$ cat src/rtl/mul_result_fifo.sv
// First-word-fall-through buffer for the FP32 multiplier result stream.
// The source cannot stall, so words arriving while full are dropped and counted.
module mul_result_fifo #(
    parameter int DEPTH      = 16,
    parameter int LOG2_DEPTH = 4
) (
    input  logic                  clk,
    input  logic                  rst,
    input  logic [31:0]           z,
    input  logic                  z_stb,
    output logic [31:0]           out_z,
    output logic                  out_z_stb,
    input  logic                  out_z_ack,
    output logic [LOG2_DEPTH:0]   level,
    output logic                  full,
    output logic                  empty,
    output logic                  overflow,
    output logic [15:0]           drop_count,
    output logic                  nan_seen
);
    localparam logic [LOG2_DEPTH:0] FULL_LVL = (LOG2_DEPTH+1)'(DEPTH);

    function automatic logic [15:0] sat_inc16(input logic [15:0] c);
        return (c == 16'hFFFF) ? c : c + 16'd1;
    endfunction

    function automatic logic is_nan(input logic [31:0] w);
        return (w[30:23] == 8'hFF) && (w[22:0] != 23'd0);
    endfunction

    logic [31:0]           mem_q [DEPTH];
    logic [LOG2_DEPTH-1:0] wp_q, wp_d;
    logic [LOG2_DEPTH-1:0] rp_q, rp_d;
    logic [LOG2_DEPTH:0]   level_q, level_d;
    logic                  overflow_q, overflow_d;
    logic [15:0]           drop_q, drop_d;
    logic                  nan_q, nan_d;
    logic                  push, pop, drop;

    assign full      = (level_q == FULL_LVL);
    assign empty     = (level_q == '0);
    assign out_z_stb = ~empty;
    assign out_z     = empty ? 32'h0 : mem_q[rp_q];
    assign level     = level_q;
    assign overflow  = overflow_q;
    assign drop_count = drop_q;
    assign nan_seen  = nan_q;

    // A pop frees the slot the incoming word needs, so full+pop still accepts.
    assign pop  = out_z_stb & out_z_ack;
    assign push = z_stb & (~full | pop);
    assign drop = z_stb & full & ~pop;

    always_comb begin
        wp_d       = wp_q;
        rp_d       = rp_q;
        level_d    = level_q;
        overflow_d = overflow_q;
        drop_d     = drop_q;
        nan_d      = nan_q;
        if (push) begin
            wp_d = wp_q + 1'b1;
            if (is_nan(z)) nan_d = 1'b1;
        end
        if (pop) rp_d = rp_q + 1'b1;
        case ({push, pop})
            2'b10:   level_d = level_q + 1'b1;
            2'b01:   level_d = level_q - 1'b1;
            default: level_d = level_q;
        endcase
        if (drop) begin
            overflow_d = 1'b1;
            drop_d     = sat_inc16(drop_q);
        end
    end

    always_ff @(posedge clk) begin
        if (rst) begin
            wp_q       <= '0;
            rp_q       <= '0;
            level_q    <= '0;
            overflow_q <= 1'b0;
            drop_q     <= 16'd0;
            nan_q      <= 1'b0;
        end else begin
            wp_q       <= wp_d;
            rp_q       <= rp_d;
            level_q    <= level_d;
            overflow_q <= overflow_d;
            drop_q     <= drop_d;
            nan_q      <= nan_d;
        end
    end

    // Storage is data only; its contents are meaningless until written.
    always_ff @(posedge clk) begin
        if (push && !rst) mem_q[wp_q] <= z;
    end
endmodule

$ cat config.mk
export PLATFORM = sky130hd
export DESIGN_NAME = mul_result_fifo
export DESIGN_NICKNAME = d
export VERILOG_FILES = /design/src/rtl/mul_result_fifo.sv
export SDC_FILE = /design/constraint.sdc
export NUM_CORES = 1
export LEC_CHECK = 0
export BUFFER_PORTS_ARGS = -buffer_cell sky130_fd_sc_hd__buf_2
export CAP_MARGIN = 20
export CORE_AREA = 4 4 203 205
export CTS_BUF_LIST = sky130_fd_sc_hd__clkbuf_2 sky130_fd_sc_hd__clkbuf_4 sky130_fd_sc_hd__clkbuf_8
export DETAILED_ROUTE_END_ITERATION = 8
export DIE_AREA = 0 0 207 209
export PLACE_DENSITY = 0.71
export SLEW_MARGIN = 0
export SYNTH_ARGS = -nofsm -noshare
export SYNTH_HDL_FRONTEND = slang
export SYNTH_SLANG_ARGS = --single-unit
$ cat constraint.sdc
create_clock -name clk -period 3.6 [get_ports clk]
set_clock_uncertainty 0.1 [all_clocks]
set_input_delay 0.72 -clock clk [delete_from_list [all_inputs] [get_ports clk]]
set_output_delay 0.72 -clock clk [all_outputs]
set_load 0.01 [all_outputs]
==> summary.md, run 1 <==
| Metric | Value |
|---|---|
| Total overflow reported by the global router | 0 |
| Final antenna-violating net count | 0 |
| Hold crit path type | flip-flop to flip-flop |
| Number of hold buffers added after CTS | 0 |
| Synthesized area per cell | 20.8 sq um |
| Netlist Area Pre-Place | 0.0214 sq mm |
| Nets in the synthesized netlist | 1070 |
| Flip-flop and latch count after synthesis | 547 |
| Clock root buffer | sky130_fd_sc_hd__clkbuf_8 |
| DRC violation count after routing | 0 |
| Highest Clock Rate | 288 MHz |
| Finish-stage setup viols | 0 |
| Placeable core region | 0.0395 sq mm |
| Pre-Repair DR Iteration Count | 5 |
| Tot GR Track Use | 21.1% |
| X dimension of the die | 207 um |
| Detailed-route wire length on metal 1 | 19300 um |
| H-tree depth | 3 |
| Number of nets at the end of the flow | 1245 |
| DPL Wire Length | 25900 um |
| DIE HEIGHT | 209 um |
| Insertion delay of the later-clocked pin in the worst-skew pair | 620 ps |
| Time the final worst path needs with I/O delays and setup | 3480 ps |
| Clk slew on worst S/H paths | 60 ps |
| Antenna violations before repair | 2 |
| CP required | 2780 ps |
| Worst-case clock buffer depth | 3 |
| Critical Path Fanout Max | 15 |
| Count of buffers from port buffering | 93 |
| Count of routing violations after the opening detailed-route iteration | 1057 |
| Maximum number of pins on one net before global-route repair | 44 |
| Num Clock Sinks | 547 |
| Crit Path Class | flip-flop to output pin |
| Fraction of final layout cells sized beyond drive strength 1 | 34.5% |
| Post-Synthesis Cells | 1027 |
| Most area-consuming cells after synthesis | sky130_fd_sc_hd__edfxtp_1 (72%), sky130_fd_sc_hd__mux4_2 (13%), sky130_fd_sc_hd__dfxtp_1 (3.3%), sky130_fd_sc_hd__mux2i_1 (3.2%), sky130_fd_sc_hd__o22ai_1 (0.94%) |
| Number of vias in the routed layout | 10700 |
| Placer congestion estimate | 0.823 |
| Max Slew Vio Count | 0 |
| Power density over the cells | 622 mW/mm^2 |
| Wire length per cell after detailed routing | 25.2 um |
| Leading area contributor after synthesis | sky130_fd_sc_hd__edfxtp_1 |
| Slew at the pin with the worst max-slew slack | 1050 ps |
| DIE AREA | 0.0433 sq mm |
| IO Pins | 94 |
| Number of warnings reported in the yosys synthesis log | 0 |
| Pre-CTS setup slack | 540 ps |
| Number of CTS-inserted buffers | 84 |
| Async set-reset flop share out of synthesis | 0% |
| Power consumption | 15.3 mW |
| Total wire length | 45300 um |
| Highest routing layer actually used | met5 |
| Synthesis-to-layout area growth | 15.1% |
| Unrepaired setup endpoints after global routing | false |
| Result of the run | finished clean |
| Number of synthesized flops with an enable pin | 512 |
| Count of standard-cell rows | 73 |
| Total leakage power | 7.74 nW |
| Drt via density | 5.98 |
| Setup slack of the critical path after layout | 123 ps |
| Distinct cells, synth | 51 |
| Kind of launch point of the worst setup path | flip-flop |
| Starting Density | 54.1% |
| Total count of hold-check failures in the final report | 0 |
| Detail Route met3 WL | 2990 um |
| Post-Route Hold Slack | 376 ps |
| Routed length on met2 | 22200 um |
| Arrival time of the worst setup path | 2660 ps |
| Worst vdd ir | 505 uV |
| Vias in the first global route | 11300 |
| Area fraction of the dominant cell type after synthesis | 72.0% |
| First-pass GRT wire length | 69200 um |
| Rel. slew slack | 29.9% |
| Part of the Yosys area used for sequential elements | 75.3% |
| CP endpoint kind | output pin |
| Setup TNS Final | 0 ps |
| Number of violations of the max-capacitance limit | 0 |
| Ratio of final minimum period to clock period | 96.6% |
| TritonCTS clock tree | built |
| Top FF cell, synth | sky130_fd_sc_hd__edfxtp_1 |
[cell families after synthesis]
| kind of cell | synth area share (%) |
|---|---|
| adder cells (fa/ha/maj) | 0.410 |
| AO/OA/AOI/OAI | 2.33 |
| multiplexers | 17.4 |
| AND/OR/NAND/NOR | 3.06 |
| flip-flops | 75.3 |
| buffers and inverters | 1.30 |
| XOR/XNOR | 0.205 |
[placed cells by master, fill, tap and decap left out, types with 3 or more instances in the layout]
master                     Yosys  routed
sky130_fd_sc_hd__buf_2        23      93
sky130_fd_sc_hd__or4_1         4       4
sky130_fd_sc_hd__clkbuf_8      0      87
sky130_fd_sc_hd__mux4_2      128     128
sky130_fd_sc_hd__buf_12        0      18
sky130_fd_sc_hd__o211ai_1      3       3
sky130_fd_sc_hd__clkinv_2      0       5
sky130_fd_sc_hd__xor2_1        3       3
sky130_fd_sc_hd__a21oi_1      12      12
sky130_fd_sc_hd__o31ai_1       3       3
sky130_fd_sc_hd__nand3_1       8       8
sky130_fd_sc_hd__a211oi_1      5       5
sky130_fd_sc_hd__nor2_4        0      16
sky130_fd_sc_hd__dfxtp_4       0       3
sky130_fd_sc_hd__o21ai_0       4       4
sky130_fd_sc_hd__inv_1         9       9
sky130_fd_sc_hd__nor2b_1      14      14
sky130_fd_sc_hd__o22ai_1      32      32
sky130_fd_sc_hd__nor2_1       41      25
sky130_fd_sc_hd__dfxtp_1      35      32
sky130_fd_sc_hd__edfxtp_1    512     512
sky130_fd_sc_hd__clkbuf_4      0      27
sky130_fd_sc_hd__buf_4         0      33
sky130_fd_sc_hd__nor4_1        7       7
sky130_fd_sc_hd__nand4_1      10      10
sky130_fd_sc_hd__ha_1          7       7
sky130_fd_sc_hd__mux2i_1      68      68
sky130_fd_sc_hd__nor3_1        6       6
sky130_fd_sc_hd__mux2_2       14      14
sky130_fd_sc_hd__clkinv_1      0      28
sky130_fd_sc_hd__nand2_1      15      14
[synthesized netlist by cell type (all sizes together) (4+ instances only)]
| library cell | count |
|---|---|
| nor4 | 8 |
| o21ai | 6 |
| mux2i | 68 |
| nand3 | 9 |
| mux2 | 14 |
| nand2 | 15 |
| nor2b | 14 |
| inv | 9 |
| or4 | 4 |
| a21oi | 12 |
| buf | 27 |
| a211oi | 5 |
| ha | 7 |
| edfxtp | 512 |
| nor3 | 6 |
| nand4 | 10 |
| mux4 | 128 |
| clkbuf | 28 |
| o22ai | 32 |
| dfxtp | 35 |
| nor2 | 41 |
[state kept, by name (all words and copies together), names as in the netlist, named ones only]
| signal | count |
|---|---|
| mem_q | 512 |
| drop_count | 16 |
| rp_q | 4 |
| wp_q | 4 |
| level | 5 |
| nan_seen | 1 |
| overflow | 1 |
[critical path, stage by stage, from the launching register on]
cell and delay [ps]:
sky130_fd_sc_hd__dfxtp_1 540, sky130_fd_sc_hd__nor4_4 90, sky130_fd_sc_hd__nand2_1 330, sky130_fd_sc_hd__nand2_4 320, sky130_fd_sc_hd__buf_12 250, sky130_fd_sc_hd__o22ai_1 300, sky130_fd_sc_hd__buf_2 200
[layer usage]
metal,vias up,GRT usage [%]
li1,4651,-
met1,5630,30.4
met2,384,33.7
met3,67,4.28
met4,2,5.77
met5,-,0
[repair_timing]
action                                  4_1_cts  5_1_grt
cloned                                        0        0
buffers inserted                              3        0
pin swaps                                     0        0
endpoints found under the setup margin        3       10
gates resized for setup                       1        1
[path summary, 6_finish.rpt]
kind | start | slack [ps] | cells after the start | endpoint
worst max register to register | level[1]$_SDFFE_PP0P_ | 650 | 5 | mem_q[12][0]$_DFFE_PP_
worst min-delay path | nan_seen$_SDFFE_PP0P_ | 380 | 1 | nan_seen$_SDFFE_PP0P_
worst max-delay path | level[1]$_SDFFE_PP0P_ | 120 | 6 | out_z[23]
worst min register to register | nan_seen$_SDFFE_PP0P_ | 380 | 1 | nan_seen$_SDFFE_PP0P_
[area by class of cell]
type                    instances  area, sq um
flip-flops and latches        547        16100
clock buffers                 114         1400
inverters                       9         33.8
diodes                          1         2.50
well taps                     525          657
fillers                      2777        14900
clock inverters                38          193
multi-input cells             416         5140
repair buffers                144         1070
[where the power goes]
group	internal, mW	total, mW	switching [mW]
Clock	2.59	4.88	2.28
Sequential	7.05	7.14	0.0952
Combinational	1.59	3.27	1.68
[stage by stage]
| stage | utilization (%) | cells | instance area, sq um |
|---|---|---|---|
| after floorplan | - | 1027 | 21400 |
| after global placement | 58.1 | 1638 | 22900 |
| after detailed placement | 58.1 | 1638 | 22900 |
| after CTS | 62.3 | 1793 | 24600 |
| after global routing | 62.3 | 1793 | 24600 |
| final | 62.3 | 1794 | 24600 |
Power figures use the tool's default switching activity.
==> run 2, diff against run 1 <==
==> constraint.sdc (replaced) <==
create_clock -name clk -period 3.6 [get_ports clk]
set_clock_uncertainty 0.1 [all_clocks]
set_input_delay 0.36 -clock clk [delete_from_list [all_inputs] [get_ports clk]]
set_output_delay 0.36 -clock clk [all_outputs]
set_load 0.01 [all_outputs]
==> run 2 against run 1 <==
  * Sequential cell count unchanged
  * Clock-buffer cell count increased by 6
  * Largest cell class unchanged
  * Largest power group unchanged
  * Worst hold slack lost 340 ps
  * First-iteration DRC count is 32% lower
  * Via count fell by 1.5%
  * Combinational power decreased by 6%
  * Die area unchanged
  * Highest routed layer unchanged
==> summary.md, run 2 (synthesis results as in run 1) <==
| Metric | Value |
|---|---|
| Count of routing violations after the opening detailed-route iteration | 724 (-32%) |
| Num Clock Sinks | 547 (unchanged) |
| CP top delay family | simple AND/OR/NAND/NOR gates |
| Setup TNS Final | 0 ps (unchanged) |
| TritonCTS clock tree | built |
| Hold path cells | 1 (unchanged) |
| Number of violations of the max-capacitance limit | 0 (unchanged) |
| CP required | 3140 ps (+360 ps) |
| Ratio of final minimum period to clock period | 95.1% (-1.5 points) |
| Starting Density | 54.1% (unchanged) |
| DIE AREA | 0.0433 sq mm (unchanged) |
| Number of CTS-inserted buffers | 86 (+2.4%) |
| Highest-count cells in the layout ignoring fill and taps | sky130_fd_sc_hd__edfxtp_1 (512), sky130_fd_sc_hd__mux4_2 (128), sky130_fd_sc_hd__buf_2 (93), sky130_fd_sc_hd__clkbuf_8 (87), sky130_fd_sc_hd__mux2i_1 (68) |
| DIE HEIGHT | 209 um (unchanged) |
| Kind of launch point of the worst setup path | flip-flop |
| Hold crit path type | primary input to flip-flop |
| Final antenna-violating net count | 0 (unchanged) |
| Crit Path Class | flip-flop to output pin |
| Register with the most flip-flops | mem_q |
| Count of buffers from port buffering | 93 (unchanged) |
| Result of the run | finished clean |
| Cells along the critical path | nor4_4 > buf_4 > nand2_1 > nand2_2 > buf_4 > o22ai_1 > buf_2 |
| Slowest CP cell | sky130_fd_sc_hd__dfxtp_1 |
| Number of vias in the routed layout | 10600 (-1.5%) |
| Highest Clock Rate | 292 MHz (+1.6%) |
| Drt via density | 5.90 (-1.3%) |
| DPL Wire Length | 25300 um (-2.5%) |
| Power density over the cells | 624 mW/mm^2 (+0.40%) |
| Worst vdd ir | 385 uV (-24%) |
| Count of standard-cell rows | 73 (unchanged) |
| Vias in the first global route | 11100 (-1.9%) |
| Maximum number of pins on one net before global-route repair | 46 (+4.5%) |
| Number of buffers inserted to repair setup after CTS | 0 (-3) |
| Max Slew Vio Count | 0 (unchanged) |
| Startpoint of the worst register-to-register path | level[1]$_SDFFE_PP0P_ |
| Antenna violations before repair | 2 (unchanged) |
| Total overflow reported by the global router | 0 (unchanged) |
| Insertion delay of the later-clocked pin in the worst-skew pair | 630 ps (about the same) |
| Worst-case clock buffer depth | 3 (unchanged) |
| Worst reg2reg path endpoint | mem_q[10][12]$_DFFE_PP_ |
| Slew at the pin with the worst max-slew slack | 1060 ps (+14.5 ps) |
| Total count of hold-check failures in the final report | 0 (unchanged) |
| IO Pins | 94 (unchanged) |
| X dimension of the die | 207 um (unchanged) |
| Rel. slew slack | 29.0% (-0.95 points) |
| Leading cell type in the layout, fill and taps excluded | sky130_fd_sc_hd__edfxtp_1 |
| Unrepaired setup endpoints after global routing | false |
| Synthesis-to-layout area growth | 15.2% (about the same) |
| Post-Route Hold Slack | 30.8 ps (-345 ps) |
| Register-to-register setup slack | 630 ps (-20 ps) |
| Tot GR Track Use | 20.3% (-0.83 points) |
| Hold Path Sink | mem_q[2][16]$_DFFE_PP_ |
| Total leakage power | 7.72 nW (-0.28%) |
| Delay of the slowest critical-path stage | 420 ps (-120 ps) |
| Clock root buffer | sky130_fd_sc_hd__clkbuf_8 |
| Path depth of the worst reg2reg path | 5 (unchanged) |
| Fraction of final layout cells sized beyond drive strength 1 | 33.6% (-0.89 points) |
| Most Frequent Cell on Critical Path | sky130_fd_sc_hd__buf_4 |
| Worst Hold Launch | z[16] |
| Clk slew on worst S/H paths | 60 ps (about the same) |
| Finish-stage setup viols | 0 (unchanged) |
| Time the final worst path needs with I/O delays and setup | 3420 ps (-54.8 ps) |
| DRC violation count after routing | 0 (unchanged) |
| Total wire length | 43300 um (-4.4%) |
| Layout Utilization | 62.3% (about the same) |
| Number of gates on the worst path with buffers counted | 7 (+1) |
| Arrival time of the worst setup path | 2960 ps (+300 ps) |
| Placer congestion estimate | 0.802 (-2.6%) |
| CP endpoint kind | output pin |
| H-tree depth | 3 (unchanged) |
| First-pass GRT wire length | 67300 um (-2.7%) |
| Pre-Repair DR Iteration Count | 5 (unchanged) |
| Max FFs per register | 512 (unchanged) |
| Buffers & Inverters on Critical Path | 3 (+1) |
| Placeable core region | 0.0395 sq mm (unchanged) |
| Critical Path Fanout Max | 18 (+3) |
| Number of nets at the end of the flow | 1244 (-0.080%) |
| Wire length per cell after detailed routing | 24.2 um (-4.3%) |
-- run 2: cell types whose count changed in the layout (fill, tap and decap cells not counted) --
cell / previous run / this run
sky130_fd_sc_hd__clkbuf_4: 27 / 33
sky130_fd_sc_hd__nand2_4: 1 / 0
sky130_fd_sc_hd__buf_16: 0 / 3
sky130_fd_sc_hd__buf_4: 33 / 18
sky130_fd_sc_hd__clkinv_1: 28 / 18
sky130_fd_sc_hd__inv_8: 0 / 2
sky130_fd_sc_hd__nand2_2: 0 / 1
sky130_fd_sc_hd__buf_12: 18 / 7
sky130_fd_sc_hd__bufinv_16: 1 / 2
sky130_fd_sc_hd__clkinv_2: 5 / 7
sky130_fd_sc_hd__dlygate4sd3_1: 0 / 20
-- run 2: timing repair --
action,4_1_cts,5_1_grt
resized for setup,0,1
endpoints found under the hold margin,215,0
hold buffers,20,0
setup endpoints to repair,0,1
-- run 2: cell type report --
| class | count | area, sq um |
|---|---|---|
| repair buffers | 141 | 1020 |
| inverters | 9 | 33.8 |
| fillers | 2748 | 14900 |
| clock buffers | 120 | 1450 |
| multi-input cells | 416 | 5130 |
| diodes | 1 | 2.50 |
| well taps | 525 | 657 |
| clock inverters | 33 | 218 |
| flip-flops and latches | 547 | 16100 |
-- run 2: report_power, final --
part	switching, mW	internal [mW]	total, mW
Sequential	0.150	7.05	7.20
Combinational	1.59	1.49	3.08
Clock	2.34	2.75	5.08
Total	4.08	11.3	15.4
-- run 2: metrics by stage --
step | cells | power, mW | area [sq um] | setup slack, ps
global route | 1791 | 16.1 | 24600 | 18.6
CTS | 1789 | 15.5 | 24500 | 167
global placement | 1615 | 10.4 | 22600 | 726
floorplan | 1027 | 9.43 | 21400 | 447
detailed placement | 1616 | 10.4 | 22700 | 621
finish | 1792 | 15.4 | 24600 | 177
-- run 2: worst max-delay path by stage --
stage                          startpoint                      end  slack [ps]
floorplan           level[2]$_SDFFE_PP0P_   mem_q[12][0]$_DFFE_PP_         450
global route        level[1]$_SDFFE_PP0P_                out_z[30]          20
finish              level[1]$_SDFFE_PP0P_                out_z[30]         180
global placement    level[1]$_SDFFE_PP0P_   mem_q[0][10]$_DFFE_PP_         730
detailed placement  level[1]$_SDFFE_PP0P_  mem_q[10][12]$_DFFE_PP_         620
CTS                 level[1]$_SDFFE_PP0P_                out_z[30]         170
-- run 2: metal layers --
metal  routed length, um  vias to the layer above  track usage, %
met4                 904                        2            6.09
li1                    -                     4649               -
met5                  13                        -               0
met1               18600                     5492            29.0
met2               21100                      359            32.2
met3                2700                       76            4.16
